===== config.mk =====
export PLATFORM = sky130hd
export DESIGN_NAME = instr_encoder
export DESIGN_NICKNAME = d
export VERILOG_FILES = /design/src/rtl/instr_encoder.sv
export SDC_FILE = /design/constraint.sdc
export NUM_CORES = 1
export LEC_CHECK = 0
export CAP_MARGIN = 20
export CORE_MARGIN = 2
export CORE_UTILIZATION = 55
export CTS_CLUSTER_DIAMETER = 30
export CTS_CLUSTER_SIZE = 16
export DETAILED_ROUTE_END_ITERATION = 7
export HOLD_SLACK_MARGIN = 0.1
export PLACE_DENSITY = 0.84
export REMOVE_ABC_BUFFERS = 1
export SKIP_CTS_REPAIR_TIMING = 1
export SYNTH_ARGS = -nofsm -noshare
export SYNTH_HDL_FRONTEND = slang
export SYNTH_SLANG_ARGS = --single-unit

===== constraint.sdc =====
create_clock -name clk -period 3.75 [get_ports clk]
set_input_delay 0.375 -clock clk [delete_from_list [all_inputs] [get_ports clk]]
set_output_delay 0.375 -clock clk [all_outputs]
set_load 0.01 [all_outputs]

===== src/rtl/instr_encoder.sv =====
// RV32I instruction encoder: accepts a field bundle, encodes it, writes one word per 3 cycles
// into instruction memory. Optional ILLEGAL_CHK_EN enables illegal-bundle rejection via err.
module instr_encoder #(
  parameter int ADDR_W = 6
) (
  input  logic              clk,
  input  logic              reset_n,
  input  logic              in_valid,
  output logic              in_ready,
  input  logic [2:0]        fmt,
  input  logic [6:0]        op,
  input  logic [2:0]        funct3,
  input  logic              funct7b5,
  input  logic [4:0]        rd,
  input  logic [4:0]        rs1,
  input  logic [4:0]        rs2,
  input  logic [31:0]       imm,
  input  logic              clear,
  output logic              mem_we,
  output logic [ADDR_W-1:0] mem_addr,
  output logic [31:0]       mem_wdata,
  output logic [ADDR_W:0]   count,
  output logic              full,
  output logic              err
);

  typedef enum logic [1:0] {IDLE, ENC, WR} state_t;

  localparam int unsigned        DEPTH_I = 2 ** ADDR_W;
  localparam logic [ADDR_W:0]    DEPTH   = DEPTH_I[ADDR_W:0];
  localparam logic [ADDR_W-1:0]  PTR_MAX = '1;

  state_t              r_state;
  state_t              w_state_next;
  logic [2:0]          r_fmt;
  logic [6:0]          r_op;
  logic [2:0]          r_funct3;
  logic                r_funct7b5;
  logic [4:0]          r_rd;
  logic [4:0]          r_rs1;
  logic [4:0]          r_rs2;
  logic [31:0]         r_imm;
  logic [31:0]         r_word;
  logic                r_illegal;
  logic [ADDR_W-1:0]   r_ptr;
  logic [ADDR_W:0]     r_count;
  logic [31:0]         w_word;
  logic                w_illegal;
  logic                w_shift;
  logic                w_accept;
  logic                w_write;
  logic                w_in_wr;

  assign full     = (r_count == DEPTH);
  assign count    = r_count;
  assign in_ready = reset_n && (r_state == IDLE) && !full && !clear;
  assign w_accept = in_valid && in_ready;
  assign w_in_wr  = (r_state == WR);

  // clear acts combinationally so a write or err in the clearing cycle is suppressed
  assign w_write   = w_in_wr && !r_illegal && !full && !clear;
  assign mem_we    = w_write;
  assign err       = w_in_wr && r_illegal && !clear;
  assign mem_addr  = w_in_wr ? r_ptr  : '0;
  assign mem_wdata = w_in_wr ? r_word : '0;

  always_comb begin
    w_state_next = r_state;
    case (r_state)
      IDLE:    if (w_accept) w_state_next = ENC;
      ENC:     w_state_next = WR;
      WR:      w_state_next = IDLE;
      default: w_state_next = IDLE;
    endcase
    if (clear) w_state_next = IDLE;
  end

  always_ff @(posedge clk or negedge reset_n) begin
    if (!reset_n) r_state <= IDLE;
    else          r_state <= w_state_next;
  end

  always_ff @(posedge clk or negedge reset_n) begin
    if (!reset_n) begin
      r_fmt      <= '0;
      r_op       <= '0;
      r_funct3   <= '0;
      r_funct7b5 <= 1'b0;
      r_rd       <= '0;
      r_rs1      <= '0;
      r_rs2      <= '0;
      r_imm      <= '0;
    end else if (w_accept) begin
      r_fmt      <= fmt;
      r_op       <= op;
      r_funct3   <= funct3;
      r_funct7b5 <= funct7b5;
      r_rd       <= rd;
      r_rs1      <= rs1;
      r_rs2      <= rs2;
      r_imm      <= imm;
    end
  end

  assign w_shift = (r_fmt == 3'd1) && (r_op == 7'b0010011) &&
                   ((r_funct3 == 3'b001) || (r_funct3 == 3'b101));

  always_comb begin
    w_word = '0;
    case (r_fmt)
      3'd1: begin
        if (w_shift)
          w_word = {1'b0, r_funct7b5, 5'b00000, r_imm[4:0], r_rs1, r_funct3, r_rd, r_op};
        else
          w_word = {r_imm[11:0], r_rs1, r_funct3, r_rd, r_op};
      end
      3'd2: w_word = {r_imm[11:5], r_rs2, r_rs1, r_funct3, r_imm[4:0], r_op};
      3'd3: w_word = {r_imm[12], r_imm[10:5], r_rs2, r_rs1, r_funct3,
                      r_imm[4:1], r_imm[11], r_op};
      3'd4: w_word = {r_imm[31:12], r_rd, r_op};
      3'd5: w_word = {r_imm[20], r_imm[10:1], r_imm[11], r_imm[19:12], r_rd, r_op};
      default: w_word = {1'b0, r_funct7b5, 5'b00000, r_rs2, r_rs1, r_funct3, r_rd, r_op};
    endcase
  end

`ifdef ILLEGAL_CHK_EN
  always_comb begin
    w_illegal = 1'b0;
    case (r_fmt)
      3'd0: w_illegal = 1'b0;
      3'd1, 3'd2:
        w_illegal = ($signed(r_imm) < -32'sd2048) || ($signed(r_imm) > 32'sd2047);
      3'd3:
        w_illegal = r_imm[0] || ($signed(r_imm) < -32'sd4096) ||
                    ($signed(r_imm) > 32'sd4094);
      3'd4: w_illegal = (r_imm[11:0] != 12'd0);
      3'd5:
        w_illegal = r_imm[0] || ($signed(r_imm) < -32'sd1048576) ||
                    ($signed(r_imm) > 32'sd1048574);
      default: w_illegal = 1'b1;
    endcase
    // shift amounts are treated as unsigned, so negative values are rejected too
    if (w_shift && (r_imm > 32'd31)) w_illegal = 1'b1;
  end
`else
  assign w_illegal = 1'b0;
`endif

  always_ff @(posedge clk or negedge reset_n) begin
    if (!reset_n) begin
      r_word    <= '0;
      r_illegal <= 1'b0;
    end else if (r_state == ENC) begin
      r_word    <= w_word;
      r_illegal <= w_illegal;
    end
  end

  // pointer saturates at the last address instead of wrapping once full
  always_ff @(posedge clk or negedge reset_n) begin
    if (!reset_n) begin
      r_ptr   <= '0;
      r_count <= '0;
    end else if (clear) begin
      r_ptr   <= '0;
      r_count <= '0;
    end else if (w_write) begin
      r_count <= r_count + 1'b1;
      if (r_ptr != PTR_MAX) r_ptr <= r_ptr + 1'b1;
    end
  end

endmodule

==> results of run 1 <==
==> cell usage in the layout (no fill, tap or decap), types with 2 or more instances in the layout <==
| master | n |
|---|---|
| a21o_1 | 5 |
| a21oi_1 | 6 |
| a221o_1 | 5 |
| a22o_1 | 5 |
| a22oi_1 | 5 |
| a311oi_1 | 2 |
| a31o_2 | 3 |
| and2_1 | 37 |
| and3_1 | 4 |
| buf_12 | 2 |
| buf_4 | 6 |
| clkbuf_8 | 9 |
| clkdlybuf4s50_1 | 111 |
| dfrtp_1 | 108 |
| ha_1 | 3 |
| inv_1 | 6 |
| inv_6 | 3 |
| mux2_2 | 4 |
| mux2_4 | 59 |
| mux2i_1 | 15 |
| nand2_1 | 42 |
| nand2b_1 | 7 |
| nand3_1 | 2 |
| nand3b_1 | 2 |
| nor2_1 | 18 |
| nor2b_1 | 2 |
| nor3_1 | 9 |
| o211ai_1 | 3 |
| o21ai_0 | 18 |
| o22ai_1 | 2 |
| or3_1 | 2 |
| xor2_1 | 4 |
==> Yosys cell counts, drive strengths merged (3+ instances only) <==
master and count:
a31o 3, mux2i 15, and3 4, dfrtp 108
a22oi 5, o211ai 3, a22o 5, inv 6
ha 3, xor2 4, buf 8, a221o 5
o21ai 18, nor2 18, nor3 9, and2 37
nand2 43, a21oi 6, nand2b 8, a21o 5
mux2 63, nor2b 3, clkbuf 18
==> sequential cells by signal, indices dropped and copies added, names as in the netlist <==
name	count
count	7
r_fmt	3
r_funct3	3
r_funct7b5	1
r_imm	32
r_op	7
r_ptr	6
r_rd	5
r_rs1	5
r_rs2	5
r_state	2
r_word	32
==> routing by layer <==
| layer | wire, µm | part of all wire | vias to the layer above |
|---|---|---|---|
| li1 | - | - | 1681 |
| met1 | 5120 | 0.45 | 1801 |
| met2 | 5520 | 0.49 | 105 |
| met3 | 617 | 0.054 | 9 |
| met4 | 88 | 0.0078 | 0 |
| met5 | 0 | 0 | - |
==> report_power, final <==
part	internal, mW	switching, mW	leakage (nW)
Combinational	0.433	0.232	1.66
Clock	0.317	0.409	0.102
Sequential	1.44	0.194	1.34
Total	2.19	0.835	3.10
==> area by class of cell <==
class,instances,share of cell area
sequential,108,0.410
multi-input combinational,285,0.354
timing repair buffer,119,0.181
tap,111,0.0211
clock buffer,10,0.0194
clock inverter,6,0.0106
inverter,6,0.00342
==> worst paths after layout <==
path / end / slack (ns) / cells past startpoint
worst min-delay path: r_ptr[4] / 0.09 / 2
worst max register to register: r_imm[4] / 1.20 / 5
min in group clk: r_word[4] / 0.48 / 2
worst max-delay path: mem_wdata[7] / 0.94 / 4
worst min register to register: r_word[4] / 0.48 / 2
max in group asynchronous: r_rs2[3] / 2.40 / 3
==> metrics by stage <==
stage	setup WS [ns]	util	power, mW
floorplan	1.39	-	2.06
global placement	1.02	0.695	2.27
detailed placement	0.983	0.695	2.32
CTS	0.911	0.717	3.04
global route	0.746	0.717	3.17
finish	0.936	0.717	3.02
==> cells by family after synthesis <==
logic type / synth area share
XOR/XNOR: 0.00842
buffers and inverters: 0.0327
adder cells (fa/ha/maj): 0.00722
multiplexers: 0.208
other: 0.000721
flip-flops: 0.519
AO/OA/AOI/OAI: 0.0847
AND/OR/NAND/NOR: 0.139
==> impl_results.md, run 1 <==
- Max incr delay on CP: roughly 0.71 ns
- Grt met3 use: 0.0621
- Max IR drop VDD: about 0.30 mV
- CP Data Required Time: 3.38 ns
- GRT busiest layer: met2
- H-tree levels: 3
- Worst-margin pin slew: approximately 0.83 ns
- Share of cells above drive strength 1: 0.182
- Mapped Cells: roughly 430
- Top cells by area, synth: dfrtp_1, mux2_4, and2_1
- TNS Setup: 0 ns
- Chip height: around 100 µm
- RSZ-0062 raised after global routing: no
- Slew HR: 0.447
- CP Buf/Inv Count: 2
- Antenna violations before repair: 0
- Placed wire-length estimate: 7.93 mm
- I/O pin total: 114
- Top flip-flop cell by instance count after synthesis: dfrtp_1
- Final Setup Violations: 0
- Fill count: about 670
- Floorplan row count: 35
- Multi-input logic area: roughly 2300 µm²
- Minimum clock period after layout: between 2 and 3 ns
- Finished Layout Cells: between 600 and 700
- Total gr overflow: 0
- Synth top area share: 0.519
- CP startpoint: r_state[1]
- Die area: about 10000 µm²
- CTS tree: yes
- Initial core utilization: 0.566
- Family with the most delay on the worst path: simple AND/OR/NAND/NOR gates
- Vias: between 3000 and 4000
- GP Congestion: approximately 0.84
- Clk_skew: 0.0107 ns
- WP data arrival: 2.44 ns
- Root Driver: clkbuf_8
- Drt initial violations: about 160
- Drt pass-1 iters: 4
- WL/cell: around 18 µm
- DRC errors left: 0
- Count of final hold-check violations: 0
- Cell Count Post-Placement: roughly 630
- Crit-path cells: nor2b_2 -> buf_12 -> and2_1 -> clkdlybuf4s50_1
- Critical path class: register to output port
- CTS buffer count: 9
- Area leader, netlist: dfrtp_1
- CP max-delay cell: nor2b_2
- Hold Worst Slack: between 0.09 and 0.1 ns
- Leak: 3.10 nW
- Post-route ant nets: 0
- GR met2 Demand/Resource: 0.386
- Warnings, synthesis: 0
- Largest net degree at the start of global routing: 66
- Seq cells post-synth: ~110
- Clock transition at path regs: ~0.10 ns
- Fin. max-slew vios: 0
- Setup crit end kind: output port
- Number of global-route vias before repair: 3700
- DR vias/cell: around 5.6
- Final Cell Area: 6590 µm²
- Post-Syn Area: approximately 5200 µm²
- Total GRT Usage: 0.231
- Worst hold path type: primary input to async pin
- PD cells: between 400 and 500 nW/µm²
- FFs w/ async S/R, synth: 1.00
- Fin crit share: 0.750
- Status: complete, no violations
- Syn avg cell area: about 12 µm²
- CP Launch Type: register
- WL final: roughly 11 mm
- Reg2reg start: count[3]
- Number of buffers added on ports: about 110
- Nets: between 500 and 600
- Fmax achieved: about 360 MHz
- First-pass GRT wire length: roughly 18 mm
- Diode count: 0
- Sequential Area: ~2700 µm²
- Skew-Pair Late Insertion Delay: between 0.3 and 0.4 ns
- Core area: roughly 9200 µm²
- CTS max path bufs: 2
- Area delta synth->final: 26.7%
- Yosys cell types: 50
- Max-cap violations: 0
- Sequential-to-total area share from yosys stat: 0.519
- Chip width: just over 100 µm
- Clk sinks: ~110
- Placement-stage cell area: 6390 µm²
- Routing usage on met1: 0.307
- Crit-path max FO: 20
- Post-synth EDFFs: 0
No activity file was read; power rests on OpenSTA's default activity.
==> run 2, diff against run 1 <==
- CORE_UTILIZATION: 55 -> 51
- PLACE_DENSITY: 0.84 -> 0.78
- clock period: 3.75 -> 2.7 ns (I/O delays scaled with it)
==> impl_results.md, run 2 (same netlist as run 1, synthesis figures left out) <==
- Status: complete, no violations
- Setup crit end kind: output port
- CP max-delay cell: nor4_2
- Diode count: 0
- Number of buffers added on ports: about 110
- Crit-path max FO: 7
- Total gr overflow: 0
- CTS max path bufs: 2
- Finished Layout Cells: 670
- Placed wire-length estimate: ~7.7 mm
- WL/cell: 16.6 µm
- GP Congestion: roughly 0.84
- H-tree levels: 3
- CP Launch Type: register
- Fin. max-slew vios: 0
- Chip width: 105 µm
- Skew-Pair Late Insertion Delay: approximately 0.37 ns
- Total GRT Usage: 0.212
- CP Data Required Time: 2.43 ns
- Share of cells above drive strength 1: 0.184
- PD cells: slightly above 600 nW/µm²
- Floorplan row count: 36
- Drt pass-1 iters: 4
- Cell Count Post-Placement: approximately 650
- Final Setup Violations: 0
- Core area: 9820 µm²
- Nets: 600
- Final Core Density: 0.673
- Sequential Area: about 2700 µm²
- Slew HR: 0.513
- Multi-input logic area: 2330 µm²
- Clk sinks: ~110
- WL final: 11.1 mm
- WP data arrival: 2.20 ns
- Worst-margin pin slew: roughly 0.73 ns
- Most frequent cells in the layout: clkdlybuf4s50_1, dfrtp_1, mux2_4
- First-pass GRT wire length: ~19 mm
- Top Registers: r_imm x32, r_word x32
- Clock transition at path regs: 0.11 ns
- TNS Setup: 0 ns
- Worst setup margin: about 0.23 ns
- Reg2Reg Depth: 5
- Post-route ant nets: 0
- Number of global-route vias before repair: ~3700
- Max-cap violations: 0
- Antenna violations before repair: 0
- Pre-CTS WS: 0.386 ns
- Fin crit share: 0.916
- Initial core utilization: 0.530
- I/O pin total: around 110
- Count of final hold-check violations: 0
- Largest net degree at the start of global routing: between 60 and 70
- CTS buffer count: 9
- Fmax achieved: 404 MHz
- Max IR drop VDD: between 0.3 and 0.4 mV
- Worst Hold Depth: 2
- RSZ-0062 raised after global routing: no
- Most common cell after layout, fill and taps aside: clkdlybuf4s50_1
- Area delta synth->final: 27.0%
- Vias: between 3000 and 4000
- Clk_skew: about 0.013 ns
- Worst hold path type: register to register
- Chip height: 105 µm
- CTS tree: yes
- Drt initial violations: around 110
- Minimum clock period after layout: around 2.5 ns
- Fill count: 776
- DR vias/cell: between 5 and 6
- Crit-path cells: nor4_2 -> a31o_2 -> nor2_1 -> clkdlybuf4s50_1
- Critical path class: register to output port
- Max incr delay on CP: approximately 0.55 ns
- Die area: 11000 µm²
- DRC errors left: 0
- Root Driver: clkbuf_8
- Leak: 3.10 nW
[run 2: power breakdown]
part           leakage, nW  internal, mW  switching [mW]
Combinational         1.67         0.605           0.325
Sequential            1.34          1.99           0.262
Clock               0.0914         0.345           0.559
Total                 3.10          2.94            1.15
[run 2: final cells by class]
type	instances	share of cell area
Sequential cell	108	0.409
Multi-Input combinational cell	285	0.353
Timing Repair Buffer	122	0.183
Tap cell	133	0.0252
Clock buffer	10	0.0193
Clock inverter	6	0.00682
Inverter	6	0.00341
[run 2: metal layers]
metal	vias to the layer above	GRT usage	wire length [µm]	share of wire
met5	-	0	0	0
met4	0	0.0457	104	0.0094
met3	10	0.0524	596	0.054
met2	116	0.347	5390	0.49
met1	1773	0.288	5010	0.45
li1	1685	-	-	-
[run 2: worst paths after layout]
path | slack, ns | startpoint | end
worst max-delay path | 0.23 | count[3] | mem_we
worst min-delay path | 0.48 | r_word[18] | r_word[18]
worst max register to register | 0.52 | count[3] | r_imm[5]
worst min register to register | 0.48 | r_word[18] | r_word[18]
max in group asynchronous | 0.93 | reset_n | r_op[2]
min in group asynchronous | 0.56 | reset_n | r_ptr[2]
[run 2: worst max-delay path, delay by kind of cell, from the launching register on]
kind,cells,cell delay [ns]
compound gates,1,0.33
buf+inv,1,0.47
flops,1,0.43
simple gates,2,0.61
[run 2: metrics by stage]
step                      hold WS, ns  area (µm²)  power, mW
after floorplan               -0.0256        5050       2.87
after global placement          0.432        6420       3.16
after detailed placement        0.426        6420       3.22
after CTS                      0.0191        6600       4.13
after global routing            0.488        6610       4.32
final                           0.480        6610       4.09
